File: config.mk
export PLATFORM = sky130hd
export DESIGN_NAME = mult_div_unit_flat
export DESIGN_NICKNAME = d
export VERILOG_FILES = /design/src/rtl/mult_div_if.sv /design/src/rtl/mult_div_unit.sv /design/src/flat_wrapper.sv
export SDC_FILE = /design/constraint.sdc
export NUM_CORES = 1
export LEC_CHECK = 0
export CORE_MARGIN = 2
export CORE_UTILIZATION = 55
export CTS_CLUSTER_SIZE = 40
export DETAILED_ROUTE_END_ITERATION = 10
export PLACE_DENSITY = 0.77
export SLEW_MARGIN = 25
export SYNTH_ARGS = -nofsm -noshare
export SYNTH_HDL_FRONTEND = slang
export SYNTH_SLANG_ARGS = --single-unit
File: constraint.sdc
create_clock -name clk -period 4.6 [get_ports clk]
set_input_delay 0.92 -clock clk [delete_from_list [all_inputs] [get_ports clk]]
set_output_delay 0.92 -clock clk [all_outputs]
set_load 0.05 [all_outputs]
File: src/rtl/mult_div_if.sv
// Request/response bundle for the iterative multiply/divide unit.
// The requester drives start/op/operands; the unit returns status and results.
interface mult_div_if #(
  parameter int WIDTH = 32
);
  logic             start;
  logic [1:0]       op;
  logic [WIDTH-1:0] op_a;
  logic [WIDTH-1:0] op_b;
  logic             busy;
  logic             done;
  logic [WIDTH-1:0] hi;
  logic [WIDTH-1:0] lo;
  logic             dbz;

  modport master (
    output start, op, op_a, op_b,
    input  busy, done, hi, lo, dbz
  );

  modport slave (
    input  start, op, op_a, op_b,
    output busy, done, hi, lo, dbz
  );
endinterface

File: src/rtl/mult_div_unit.sv
// Radix-2 iterative multiply (shift-add) and divide (restoring) unit.
// Signed ops run on magnitudes; signs are re-applied in the FIX state.
module mult_div_unit #(
  parameter int WIDTH = 32
) (
  input  logic       clk,
  input  logic       rst,
  mult_div_if.slave  bus
);

  localparam int CW = $clog2(WIDTH);

  typedef enum logic [1:0] {
    IDLE, CALC, FIX, DONE
  } state_t;

  state_t state_q, state_d;

  logic [CW-1:0]    cnt_q, cnt_d;
  logic [WIDTH-1:0] acc_q, acc_d;
  logic [WIDTH-1:0] low_q, low_d;
  logic [WIDTH-1:0] b_q, b_d;
  logic [WIDTH-1:0] hi_q, hi_d;
  logic [WIDTH-1:0] lo_q, lo_d;
  logic             div_q, div_d;
  logic             neg_lo_q, neg_lo_d;
  logic             neg_hi_q, neg_hi_d;
  logic             dbz_q, dbz_d;

  logic               accept;
  logic               a_neg, b_neg;
  logic [WIDTH-1:0]   a_mag, b_mag;
  logic [WIDTH:0]     mul_sum;
  logic [WIDTH:0]     div_sh;
  logic               div_ge;
  logic [2*WIDTH-1:0] prod, prod_fix;
  logic               busy, done;

  assign accept = bus.start &
                  ((state_q == IDLE) | (state_q == DONE));

  assign a_neg = bus.op[0] & bus.op_a[WIDTH-1];
  assign b_neg = bus.op[0] & bus.op_b[WIDTH-1];
  assign a_mag = a_neg ? -bus.op_a : bus.op_a;
  assign b_mag = b_neg ? -bus.op_b : bus.op_b;

  // low_q holds the multiplier (consumed LSB first) or the
  // dividend (consumed MSB first) and fills with result bits.
  assign mul_sum = {1'b0, acc_q} +
                   (low_q[0] ? {1'b0, b_q} : '0);
  assign div_sh  = {acc_q, low_q[WIDTH-1]};
  assign div_ge  = div_sh >= {1'b0, b_q};

  assign prod     = {acc_q, low_q};
  assign prod_fix = neg_lo_q ? -prod : prod;

  always_ff @(posedge clk) begin
    if (rst) begin
      state_q <= IDLE;
    end else begin
      state_q <= state_d;
    end
  end

  always_comb begin
    state_d = state_q;
    unique case (state_q)
      IDLE: if (bus.start) state_d = CALC;
      CALC: if (cnt_q == CW'(WIDTH-1)) state_d = FIX;
      FIX:  state_d = DONE;
      DONE: state_d = bus.start ? CALC : IDLE;
      default: state_d = IDLE;
    endcase
  end

  always_comb begin
    busy = (state_q == CALC) | (state_q == FIX);
    done = (state_q == DONE);
  end

  always_comb begin
    cnt_d    = cnt_q;
    acc_d    = acc_q;
    low_d    = low_q;
    b_d      = b_q;
    hi_d     = hi_q;
    lo_d     = lo_q;
    div_d    = div_q;
    neg_lo_d = neg_lo_q;
    neg_hi_d = neg_hi_q;
    dbz_d    = dbz_q;
    if (accept) begin
      cnt_d    = '0;
      acc_d    = '0;
      low_d    = a_mag;
      b_d      = b_mag;
      div_d    = bus.op[1];
      dbz_d    = 1'b0;
      // A zero divisor must yield an all-ones quotient unsigned.
      neg_lo_d = (a_neg ^ b_neg) &
                 ~(bus.op[1] & (bus.op_b == '0));
      neg_hi_d = bus.op[1] & a_neg;
    end else if (state_q == CALC) begin
      cnt_d = cnt_q + CW'(1);
      if (div_q) begin
        acc_d = div_ge ? WIDTH'(div_sh - {1'b0, b_q})
                       : div_sh[WIDTH-1:0];
        low_d = {low_q[WIDTH-2:0], div_ge};
      end else begin
        acc_d = mul_sum[WIDTH:1];
        low_d = {mul_sum[0], low_q[WIDTH-1:1]};
      end
    end else if (state_q == FIX) begin
      if (div_q) begin
        lo_d  = neg_lo_q ? -low_q : low_q;
        hi_d  = neg_hi_q ? -acc_q : acc_q;
        dbz_d = (b_q == '0);
      end else begin
        {hi_d, lo_d} = prod_fix;
        dbz_d        = 1'b0;
      end
    end
  end

  always_ff @(posedge clk) begin
    if (rst) begin
      cnt_q    <= '0;
      acc_q    <= '0;
      low_q    <= '0;
      b_q      <= '0;
      hi_q     <= '0;
      lo_q     <= '0;
      div_q    <= 1'b0;
      neg_lo_q <= 1'b0;
      neg_hi_q <= 1'b0;
      dbz_q    <= 1'b0;
    end else begin
      cnt_q    <= cnt_d;
      acc_q    <= acc_d;
      low_q    <= low_d;
      b_q      <= b_d;
      hi_q     <= hi_d;
      lo_q     <= lo_d;
      div_q    <= div_d;
      neg_lo_q <= neg_lo_d;
      neg_hi_q <= neg_hi_d;
      dbz_q    <= dbz_d;
    end
  end

  assign bus.busy = busy;
  assign bus.done = done;
  assign bus.hi   = hi_q;
  assign bus.lo   = lo_q;
  assign bus.dbz  = dbz_q;

endmodule

File: src/flat_wrapper.sv
// flat-port wrapper written by rule: the top's interface ports become plain ports
module mult_div_unit_flat 
#(
  parameter int WIDTH = 32
)
  (clk, rst, bus_start, bus_op, bus_op_a, bus_op_b, bus_busy, bus_done, bus_hi, bus_lo, bus_dbz);
  mult_div_if #(.WIDTH(WIDTH)) bus_i ();
  input  logic clk;
  input  logic rst;
  input wire logic [$bits(bus_i.start)-1:0] bus_start;
  input wire logic [$bits(bus_i.op)-1:0] bus_op;
  input wire logic [$bits(bus_i.op_a)-1:0] bus_op_a;
  input wire logic [$bits(bus_i.op_b)-1:0] bus_op_b;
  output wire logic [$bits(bus_i.busy)-1:0] bus_busy;
  output wire logic [$bits(bus_i.done)-1:0] bus_done;
  output wire logic [$bits(bus_i.hi)-1:0] bus_hi;
  output wire logic [$bits(bus_i.lo)-1:0] bus_lo;
  output wire logic [$bits(bus_i.dbz)-1:0] bus_dbz;
  assign bus_i.start = bus_start;
  assign bus_i.op = bus_op;
  assign bus_i.op_a = bus_op_a;
  assign bus_i.op_b = bus_op_b;
  assign bus_busy = bus_i.busy;
  assign bus_done = bus_i.done;
  assign bus_hi = bus_i.hi;
  assign bus_lo = bus_i.lo;
  assign bus_dbz = bus_i.dbz;
  mult_div_unit #(.WIDTH(WIDTH)) u_core (.clk(clk), .rst(rst), .bus(bus_i));
endmodule
==> results.md, run 1 <==
* Crit Path Category: reg -> reg
* Tot GR Track Use at between 30 and 40%
* FP Rows at 57
* Residual DRC at 0
* Vias in the first global route at 13190
* Clock Path Buffers at 2
* Routed WL at 43570 um
* CTS Buf Count at 17
* VDD IR max at between 500 and 600 uV
* CP Buf/Inv Count at 1
* Ys flop type: dfxtp_1
* PD cells at 632.6 nW/um^2
* Crit path capture type: flip-flop
* Wire per inst at 19.55 um
* Starting DRT DRC Count at 1289
* Fill cells at ~2300
* CTS Sinks at 171
* Crit path max-delay family: compound AO/OA/AOI/OAI gates
* # resized after CTS at 0
* Antenna Cells at 0
* Total power at 10070 uW
* Syn Inst Count at 1820
* Clock root buffer: clkbuf_16
* Hold/Removal Path Class: reg -> reg
* GRT overflow at 0
* Crit-path cells: inv_1, nor2_1, fa_1, a211oi_1, o211ai_1, a211oi_1, o31a_1, nand3b_1, o22ai_1, a21oi_1, mux2i_1, a31oi_1
* Setup TNS at 0 ns
* Post-route cell area at approximately 16000 sq um
* Die height at 162.0 um
* Mapped Nets at 1966
* Placed cells at 2197
* FF/Latch Area at approximately 3400 sq um
* Synth warn at 0
* Max-Cap Viols at 0
* Worst reg2reg path depth at 12
* Die width at 162.0 um
* Final Max Tran Viols at 0
* Layout cells sized above 1 at under 10%
* Synth async-reset ratio at 0%
* Hold Path Depth at 2
* Initial antenna violation count at 1
* Number of distinct library cells after synthesis at 75
* Post-CTS Repair Setup Buffers at 0
* Finished Layout Cells at 2229
* H-tree levels at 4
* CP max stage cell: a211oi_1
* Fmax at 255.3 MHz
* Placed inst area at 15320 sq um
* Worst-path clk slew at approximately 0.08 ns
* Seq/Total Area, Yosys at 24.93%
* Final ANT Viol Nets at 0
* Max FO, Critical Path at 19
* Rel. slew slack at 29.84%
* Number of flops mapped to enable cells by yosys at 0
* Final hold vios at 0
* Largest net degree at the start of global routing at 104
* Die area at 26250 sq um
* # IOs at 136
* Starting Density at between 50 and 60%
* Final HPWL DP at 33170 um
* Nets at approximately 2000
* Worst Skew at 0.01924 ns
* Crit-path max cell delay at 0.50 ns
* Area grow syn2layout at 15.92%
* Total number of vias at approximately 14000
* Port Buffers at 135
* Mean Syn Cell Area at 7.546 sq um
* Worst-skew pair later-pin latency at 0.44 ns
* Period minus WS final at 3.916 ns
* CTS tree: yes
* TritonRoute pass-1 iters at 5
* Critical Path RT at 4.92 ns
* Fin Hold WS at 0.4532 ns
* Critical Path AT at 4.23 ns
* Netlist Area Pre-Place at approximately 14000 sq um
* Unrepaired setup endpoints after global routing: no
* Status: complete, no violations
* Routed vias/inst at about 6.3
* Worst-margin pin slew at 1.052 ns
* Worst Setup Start Kind: flip-flop
* Final setup violation count at 0
* WP depth at 12
* Tcrit/Tclk final at 85.14%
* Lkg Pwr at 0.006096 uW
* Hold-fix buffers, CTS at 0
* Multi-input gate area at 9622 sq um
* Placeable Area at 24390 sq um
* First-pass GRT wire length at 69680 um
* Crit path top cell by count: a211oi_1
* RePlAce Congestion at roughly 1
* Seq cells post-synth at 171
==> flip-flops by register name (all words and copies together) (netlist names) <==
name	flops
u_core.state_q	2
u_core.bus.lo	32
u_core.low_q	32
u_core.cnt_q	5
u_core.acc_q	32
u_core.bus.dbz	1
u_core.div_q	1
u_core.bus.hi	32
u_core.neg_lo_q	1
u_core.neg_hi_q	1
u_core.b_q	32
==> layout make-up <==
| class | instances | area share [%] |
|---|---|---|
| multi-input cells | 1465 | 60.44 |
| well taps | 324 | 2.547 |
| clock buffers | 18 | 2.696 |
| inverters | 67 | 1.580 |
| clock inverters | 14 | 1.061 |
| flip-flops and latches | 171 | 21.53 |
| repair buffers | 170 | 10.15 |
==> layout by cell type (no fill, tap or decap), types with 17 or more instances in the layout <==
cell type / n
nor2_1: 234
dfxtp_1: 170
nand2_1: 154
a211oi_1: 138
clkdlybuf4s50_1: 134
a21oi_1: 133
xor2_1: 86
o21ai_0: 82
ha_1: 75
xnor2_1: 74
inv_1: 65
mux2i_1: 54
a21o_1: 37
nor3_1: 37
buf_4: 35
nand3_1: 32
o31ai_1: 31
or3_1: 25
nor4_1: 20
clkbuf_16: 17
==> through the flow <==
stage	util [%]	setup WS, ns
floorplan	-	1.323
global placement	62.80	0.5292
detailed placement	62.80	0.4051
CTS	65.25	0.7655
global route	65.27	0.4298
finish	65.27	0.6836
==> power breakdown <==
group,internal [uW],switching [uW],leakage (uW)
combinational,2310,3900,0.00441
sequential,1870,510,0.00140
clock,739,737,0.000288
total,4930,5140,0.00610
==> worst min-delay path, cell delays in order, from the launching register on <==
cell,delay [ns]
dfxtp_1,0.31
nand2_1,0.05
a21oi_1,0.05
==> synthesized netlist by cell type (all sizes together), types with 5 or more instances <==
master	count	area share (%)
a2111oi	5	0.32
o41ai	11	0.70
ha	75	6.8
nor4	21	1.0
o21bai	12	0.66
o21ai	86	3.2
and2	7	0.32
nand4b	5	0.32
a311oi	15	0.96
mux2i	54	3.9
inv	66	1.8
xor2	86	5.5
a21oi	133	4.8
a21o	37	2.0
xnor2	74	4.7
and3	14	0.64
buf	17	0.56
nor2b	12	0.55
nand2b	11	0.50
o21a	9	0.49
or3	25	1.1
dfxtp	171	25
a221oi	5	0.32
o211ai	13	0.81
nor3b	6	0.33
mux2	7	0.57
or2	7	0.32
nor2	235	6.4
or4	12	0.74
a31oi	10	0.46
nand2	154	4.2
nor3	37	1.3
nand3b	9	0.49
o22ai	6	0.27
o31ai	31	1.7
nand4	11	0.50
clkbuf	100	2.7
a211oi	138	7.5
nand3	32	1.2
==> worst paths after layout <==
path                          start                 to  slack (ns)
setup reg to reg    u_core.low_q[0]   u_core.acc_q[29]        0.68
hold reg to reg   u_core.bus.hi[28]  u_core.bus.hi[28]        0.45
hold / removal    u_core.bus.hi[28]  u_core.bus.hi[28]        0.45
setup / recovery    u_core.low_q[0]   u_core.acc_q[29]        0.68
==> per-layer routing <==
layer	share of wire, %	vias to the layer above	GRT usage [%]	routed length, um
met5	0.028	-	0	12
met2	45	578	52.11	19640
li1	-	6791	-	-
met3	6.7	117	4.035	2898
met4	4.3	2	14.96	1871
met1	44	6547	45.10	19150
==> logic make-up (layout without fill, tap and decap cells) <==
| kind of cell | Yosys count | after routing | share of synthesized area, % |
|---|---|---|---|
| AND/OR/NAND/NOR | 605 | 605 | 20.44 |
| AO/OA/AOI/OAI | 562 | 562 | 27.67 |
| buffers and inverters | 184 | 269 | 5.129 |
| flip-flops | 171 | 171 | 24.93 |
| XOR/XNOR | 160 | 160 | 10.20 |
| adder cells (fa/ha/maj) | 77 | 77 | 7.125 |
| multiplexers | 61 | 61 | 4.510 |
Power figures use the tool's default switching activity.
==> run 2, diff against run 1 <==
--- a/config.mk
+++ b/config.mk
@@ -5,11 +5,14 @@
 export SDC_FILE = /design/constraint.sdc
 export NUM_CORES = 1
 export LEC_CHECK = 0
-export CORE_MARGIN = 2
-export CORE_UTILIZATION = 55
+export CELL_PAD_IN_SITES_DETAIL_PLACEMENT = 1
+export CELL_PAD_IN_SITES_GLOBAL_PLACEMENT = 1
+export CORE_ASPECT_RATIO = 1.25
+export CORE_MARGIN = 5
+export CORE_UTILIZATION = 43
 export CTS_CLUSTER_SIZE = 40
 export DETAILED_ROUTE_END_ITERATION = 10
-export PLACE_DENSITY = 0.77
+export PLACE_DENSITY_LB_ADDON = 0.1
 export SLEW_MARGIN = 25
 export SYNTH_ARGS = -nofsm -noshare
 export SYNTH_HDL_FRONTEND = slang
==> results.md, run 2 (synthesis gave the netlist of run 1 again) <==
* Power share of the combinational group at 62.6% (+0.9 points)
* Critical Path AT at 4.42 ns (+0.19 ns)
* Nets at 2042 (+0.20%)
* Port Buffers at 135 (unchanged)
* CP max stage cell: a2111oi_0
* Wire per inst at 22.32 um (+14%)
* Final Max Tran Viols at 0 (unchanged)
* Sw Share at 51.88% (+0.80 points)
* Final setup violation count at 0 (unchanged)
* Worst-margin pin slew at 0.9145 ns (-0.1379 ns)
* Hold/Removal Path Class: reg -> reg
* Clk network pwr share at 14.6% (about the same)
* Total number of vias at 14220 (+1.3%)
* RePlAce Congestion at 0.9913 (-0.86%)
* Clock Path Buffers at 2 (unchanged)
* Clock root buffer: clkbuf_16
* Lkg Pwr at 0.006133 uW (+0.60%)
* Max-Cap Viols at 0 (unchanged)
* R2R Path Start: u_core.b_q[26]
* Hold_sp: u_core.bus.hi[23]
* Die width at 169.8 um (+4.8%)
* Final ANT Viol Nets at 0 (unchanged)
* Final HPWL DP at 40330 um (+22%)
* Multi-input gate area at 9622 sq um (unchanged)
* Status: complete, no violations
* Crit-path max cell delay at 0.71 ns (+0.21 ns)
* FF/Latch Area at 3427 sq um (unchanged)
* Initial antenna violation count at 0 (-1)
* Rel. slew slack at 38.86% (+9.0 points)
* Max FO, Critical Path at 25 (+6)
* Tcrit/Tclk final at 87.50% (+2.4 points)
* Die area at 35630 sq um (+36%)
* Worst Setup Start Kind: flip-flop
* Placed cells at 2289 (+4.2%)
* H-tree levels at 4 (unchanged)
* Crit-path cells: inv_1, ha_1, and4_1, nand3_1, or4_1, o31ai_1, o32ai_1, o21ai_2, buf_12, mux2i_1, a2111oi_0, a22o_1
* Residual DRC at 0 (unchanged)
* Fill cells at 3941 (+74%)
* First-pass GRT wire length at 80810 um (+16%)
* Hold-fix buffers, CTS at 0 (unchanged)
* VDD IR max at 453.5 uV (-16%)
* Setup TNS at 0 ns (unchanged)
* Unrepaired setup endpoints after global routing: no
* TritonRoute pass-1 iters at 7 (+2)
* # IOs at 136 (unchanged)
* Most common cell after layout, fill and taps aside: nor2_1
* Largest net degree at the start of global routing at 128 (+23%)
* Worst-skew pair later-pin latency at 0.46 ns (+0.02 ns)
* Worst-path clk slew at 0.08 ns (about the same)
* Routed WL at 51800 um (+19%)
* CP Buf/Inv Count at 2 (+1)
* Finished Layout Cells at 2321 (+4.1%)
* Starting DRT DRC Count at 767 (-40%)
* Layout cells sized above 1 at 5.291% (+0.25 points)
* Die height at 209.8 um (+29%)
* Routed vias/inst at 6.126 (-2.7%)
* Placeable Area at 31690 sq um (+30%)
* GRT overflow at 0 (unchanged)
* PD cells at 649.8 nW/um^2 (+2.7%)
* Commonest non-fill, non-tap cells in the layout: 234 x nor2_1, 170 x dfxtp_1, 154 x nand2_1
* Final hold vios at 0 (unchanged)
* Period minus WS final at 4.025 ns (+0.1086 ns)
* Critical Path RT at 5.00 ns (+0.08 ns)
* Starting Density at 43.33% (-13 points)
* Vias in the first global route at 14610 (+11%)
* Seq pwr share at 22.9% (-0.8 points)
* Antenna Cells at 0 (unchanged)
* NetSw at 5430 uW (+5.6%)
* Worst Skew at 0.01311 ns (-0.006130 ns)
* Crit path max-delay family: compound AO/OA/AOI/OAI gates
* Fmax at 248.4 MHz (-2.7%)
* Int Power at 5036 uW (+2.2%)
* CTS Buf Count at 17 (unchanged)
* FP Rows at 73 (+28%)
* Crit path capture type: flip-flop
* Post-CTS Repair Setup Buffers at 0 (unchanged)
* # resized after CTS at 0 (unchanged)
* Tot GR Track Use at 28.69% (-4.3 points)
* Area grow syn2layout at 17.28%
* Setup crit start: u_core.b_q[26]
* CTS tree: yes
* Crit Path Category: reg -> reg
* CTS Sinks at 171 (unchanged)
* Fin Hold WS at 0.4528 ns (-0.0003940 ns)
run 2: metal layers:
metal	global-route usage, %	part of all wire (%)	up-vias	routed length [um]
li1	-	-	6795	-
met1	32.77	40	6967	20720
met2	51.12	51	317	26290
met3	3.259	3.0	140	1550
met4	16.61	6.2	0	3233
met5	0	0	-	0
run 2: worst paths after layout:
path | cells past startpoint | slack [ns] | to
max | 12 | 0.57 | u_core.acc_q[30]
min | 2 | 0.45 | u_core.bus.hi[23]
max reg2reg | 12 | 0.57 | u_core.acc_q[30]
min reg2reg | 2 | 0.45 | u_core.bus.hi[23]
run 2: tightest hold or removal path, cell delays in order (launching register included):
cell and delay (ns):
dfxtp_1 0.31, nand2_1 0.05, a21oi_1 0.05
run 2: power by group through the flow:
stage	Sequential, uW	Clock, uW	Combinational (uW)
4_1_cts	2380	1550	6530
2_1_floorplan	2560	0	4240
3_3_place_gp	2390	0	6400
6_report	2390	1520	6550
5_1_grt	2440	1620	7090
3_5_place_dp	2420	0	6480
run 2: layout make-up:
type	instances	share of cell area (%)
Multi-Input combinational cell	1465	59.74
Sequential cell	171	21.28
Timing Repair Buffer	174	10.42
Tap cell	412	3.200
Clock buffer	18	2.727
Inverter	67	1.561
Clock inverter	14	1.072
run 2: metrics by stage:
step                      setup slack [ns]  power [uW]  util [%]  area, sq um
after floorplan                      1.323        6797         -        13730
after global placement              0.4125        8790     48.89        15490
after detailed placement            0.3638        8892     48.89        15490
after CTS                           0.6314       10460     50.82        16110
after global routing                0.4084       11160     50.82        16110
final                               0.5749       10470     50.82        16110
